### config.mk
export PLATFORM = sky130hd
export DESIGN_NAME = vga_layer_compositor
export DESIGN_NICKNAME = d
export VERILOG_FILES = /design/src/rtl/vga_layer_compositor.sv
export SDC_FILE = /design/constraint.sdc
export NUM_CORES = 1
export LEC_CHECK = 0
export BUFFER_PORTS_ARGS = -buffer_cell sky130_fd_sc_hd__buf_2
export CAP_MARGIN = 10
export CORE_UTILIZATION = 48
export CTS_CLUSTER_SIZE = 40
export DETAILED_ROUTE_END_ITERATION = 10
export GPL_ROUTABILITY_DRIVEN = 0
export PLACE_DENSITY = 0.87
export SYNTH_ARGS = -nofsm -noshare
export SYNTH_HDL_FRONTEND = slang
export SYNTH_SLANG_ARGS = --single-unit
### constraint.sdc
create_clock -name clk -period 2 [get_ports clk]
set_input_delay 0.4 -clock clk [delete_from_list [all_inputs] [get_ports clk]]
set_output_delay 0.4 -clock clk [all_outputs]
set_load 0.1 [all_outputs]
### src/rtl/vga_layer_compositor.sv
// vga_layer_compositor: priority/colour-key layer merge with blink, rgb and sync delayed through a common tick pipeline
module vga_layer_compositor #(
  parameter int               NUM_LAYERS   = 4,
  parameter int               RGB_W        = 8,
  parameter logic [RGB_W-1:0] KEY_RGB      = 8'hE3,
  parameter int               PIPE_STAGES  = 2,
  parameter int               BLINK_FRAMES = 30
) (
  input  logic                        clk,
  input  logic                        reset,
  input  logic                        pixel_tick,
  input  logic                        video_on,
  input  logic                        hsync_in,
  input  logic                        vsync_in,
  input  logic [NUM_LAYERS*RGB_W-1:0] layer_rgb,
  input  logic [NUM_LAYERS-1:0]       layer_en,
  input  logic [NUM_LAYERS-1:0]       blink_mask,
  input  logic [RGB_W-1:0]            bg_rgb,
  output logic [RGB_W-1:0]            rgb,
  output logic                        hsync,
  output logic                        vsync,
  output logic                        blink_phase
);
  localparam int CW = $clog2(BLINK_FRAMES + 1);
  logic [PIPE_STAGES-1:0][RGB_W-1:0] pix_q, pix_d;
  logic [PIPE_STAGES-1:0]            hs_q, hs_d, vs_q, vs_d;
  logic [CW-1:0]                     cnt_q, cnt_d;
  logic                              phase_q, phase_d, vprev_q, vprev_d;
  logic [RGB_W-1:0]                  sel;
  logic                              fall, wrap;
  assign fall = vprev_q & ~vsync_in;
  assign wrap = cnt_q == CW'(BLINK_FRAMES - 1);
  // Walk from lowest priority up so the lowest-index opaque layer is written last
  always_comb begin
    sel = bg_rgb;
    for (int i = NUM_LAYERS - 1; i >= 0; i--)
      if (layer_en[i] && layer_rgb[i*RGB_W +: RGB_W] != KEY_RGB && !(blink_mask[i] && phase_q))
        sel = layer_rgb[i*RGB_W +: RGB_W];
  end
  always_comb begin
    pix_d   = pix_q;
    hs_d    = hs_q;
    vs_d    = vs_q;
    cnt_d   = cnt_q;
    phase_d = phase_q;
    vprev_d = vprev_q;
    if (pixel_tick) begin
      pix_d[0] = video_on ? sel : '0;
      hs_d[0]  = hsync_in;
      vs_d[0]  = vsync_in;
      for (int s = 1; s < PIPE_STAGES; s++) begin
        pix_d[s] = pix_q[s-1];
        hs_d[s]  = hs_q[s-1];
        vs_d[s]  = vs_q[s-1];
      end
      vprev_d = vsync_in;
      if (fall) begin
        cnt_d   = wrap ? '0 : cnt_q + CW'(1);
        phase_d = phase_q ^ wrap;
      end
    end
  end
  always_ff @(posedge clk) begin
    if (reset) begin
      pix_q   <= '0;
      hs_q    <= '1;
      vs_q    <= '1;
      cnt_q   <= '0;
      phase_q <= 1'b0;
      vprev_q <= 1'b1;
    end else begin
      pix_q   <= pix_d;
      hs_q    <= hs_d;
      vs_q    <= vs_d;
      cnt_q   <= cnt_d;
      phase_q <= phase_d;
      vprev_q <= vprev_d;
    end
  end
  assign rgb         = pix_q[PIPE_STAGES-1];
  assign hsync       = hs_q[PIPE_STAGES-1];
  assign vsync       = vs_q[PIPE_STAGES-1];
  assign blink_phase = phase_q;
endmodule
==> flow_summary.toml <==
[global_route]
antenna_found_initial = 0
grt_use_total_pct = 20.6
first_global_vias = 1317
grt_pass1_wl_microns = 5640
use_met1_pct = 29.0
met2_usage_pct = 32.5
grt_overflow = 0
grt_start_max_net_pins = 23
grt.met3_usage_pct = 3.90
grt.busiest_layer = "met2"

[synth]
synth_top_flop_cell = "dfxtp_1"
synthCells = 183
yosysTopAreaCellShare_pct = 32.0
yosys.area.top_type = "dfxtp_1"
syn-cell-area_sq_um = 1620
synth_area_leaders = "dfxtp_1 32%, mux2i_1 6.2%, o21ai_0 4.9%, buf_4 4.2%, nor2_1 4.2%"
synthAdderAreaFrac_pct = 1.54
syn_avg_cell_area_sq_um = 8.87
synth_top_family_by_area = "compound AO/OA/AOI/OAI gates"
synth-seq-cells = 26
synth_edf_count = 0
yosys.area_share.simple_pct = 19.0
async_flop_share_pct = 0
synth_mux_area_share_pct = 7.55
synth-xor-area-share_pct = 2.70
yosysSeqAreaShare_pct = 32.0
yosysWarnings = 0
synth.distinct_cells = 45
synth-compound-area-share_pct = 29.5
synth.net_count = 239

[die]
die_x_microns = 60.2
pin_count = 65
initial_core_util_pct = 51.9
die_h_microns = 60.2
fp-row-count = 20
die-area_sq_um = 3620
core_sq_um = 3130

[setup_path]
cpPeakStageDelay_ns = 0.46
cp_max_fo = 6
critPathKind = "reg2out"
cp_slowest_cell = "buf_2"
path_cells = "buf_2"
cp.required_ns = 1.60
endpoint_kind = "primary output"
critPathBufInv = 1
crit_family = "buffers and inverters"
start_kind = "flip-flop"
worstPathArrival_ns = 1.23

[worst_hold_path]
hold_class = "in2reg"

[finish]
area_delta_synth_final_pct = 21.4
drive_gt1_share_pct = 36.3
num_antenna_cells = 0
final_common_cell = "buf_2"
stdcell_count = 284
final_area_sq_um = 1970
fillers = 269
multi_input_area_sq_um = 978
fin_nets = 297
register_area_sq_um = 522
final_cell_mix = "64 x buf_2, 25 x dfxtp_1, 18 x nor2_1"

[drt]
routed-via-count = 1543
routed_wirelength_microns = 3770
drt_iter0_drc = 142
drtPass1Iterations = 4
route.detailed.drc = 0
viasPerCell = 5.43
ant_nets = 0
routedWlPerCell_microns = 13.3

[clock_tree]
htreeDepth = 1
clk_latency_ns = 0.32
clockBufferDepth = 2
cts_resized = 0
cts_root_buf = "clkbuf_4"
hold_buffers = 0
cts_tree = "done"
clock-sinks = 26
cts.clk_slew.worst_paths_ns = 0.13
cts-buffers-inserted = 3
cts_setup_buffers = 0

[timing]
hold_viol_final = 0
min_period_over_period_pct = 81.3
finClkSkew_ns = 0.00234
whs_ns = 0.276
finalSetupTns_ns = 0
tightest_slew_ns = 0.493
setup_viol = 0
grt_setup_unrepaired = "no"
max_freq_mhz = 615
fin_crit_ns = 1.63
maxSlewViolCount = 0
slew_headroom_pct = 67.4

[power]
cellPowerDensity_nw_per_um2 = 548
p_leak_nw = 0.900
ir_worst_vdd_v = 0.000403
power_mw = 1.08

[placement]
port_buffers = 64
place_area_sq_um = 1940
dp_hpwl_microns = 3020
placed_cells = 280

[outcome]
status = "finished clean"

[job]
cap_violations = 0
cell type report:
type / instances / share of cell area, %
clock buffer: 4 / 1.84
inverter: 6 / 1.14
multi-input combinational: 135 / 49.6
sequential: 26 / 26.5
tap: 44 / 2.79
timing repair buffer: 69 / 18.1
sequential cells by signal, indices dropped and copies added (netlist names):
| signal | count |
|---|---|
| pix_q | 8 |
| cnt_q | 5 |
| hs_q | 2 |
| rgb | 8 |
| blink_phase | 1 |
| vs_q | 2 |
metal layers:
| metal | share of wire [%] | wire length (microns) | vias to the layer above |
|---|---|---|---|
| li1 | - | - | 771 |
| met1 | 46 | 1750 | 712 |
| met2 | 47 | 1770 | 53 |
| met3 | 5.4 | 202 | 7 |
| met4 | 1.5 | 55 | 0 |
| met5 | 0 | 0 | - |
cells by family (layout without fill, tap and decap cells):
logic type | after synthesis | in the layout
compound gates | 60 | 60
simple gates | 56 | 56
flops | 26 | 26
buf+inv | 22 | 79
mux | 12 | 12
xor+xnor | 5 | 5
fa+ha+maj | 2 | 2
per-stage QoR:
| step | setup slack (ns) | utilization (%) |
|---|---|---|
| 3_5_place_dp | 0.125 | 61.9 |
| 6_report | 0.375 | 63.0 |
| 3_3_place_gp | 0.157 | 61.9 |
| 4_1_cts | 0.365 | 63.0 |
| 5_1_grt | 0.304 | 63.0 |
| 2_1_floorplan | 0.181 | - |
Yosys cell counts (all sizes together), types with 2 or more instances:
cell type  instances
mux2i             10
clkbuf             3
o211ai             3
buf               12
xor2               4
a21oi             10
nand2             13
o21a               3
a211oi             4
o31ai              2
o21ai             16
nor2              18
o41ai              3
or2b               3
inv                6
nor2b              4
o31a               2
nand4b             3
a221oi             3
mux2               2
o2111a             3
ha                 2
a211o              4
a21boi             3
dfxtp             26
nand2b             8
final timing paths:
check | end | slack (ns) | from | cells past startpoint
max reg2reg | pix_q[1] | 0.39 | blink_phase | 5
max | blink_phase | 0.37 | blink_phase | 1
min | hs_q[0] | 0.28 | hsync_in | 2
min reg2reg | hs_q[1] | 0.49 | hs_q[0] | 1
where the power goes:
part	switching, mW	internal (mW)	total (mW)
clock	0.150	0.111	0.261
combinational	0.159	0.112	0.271
sequential	0.0116	0.538	0.549
total	0.321	0.761	1.08
No activity file was read; power rests on OpenSTA's default activity.
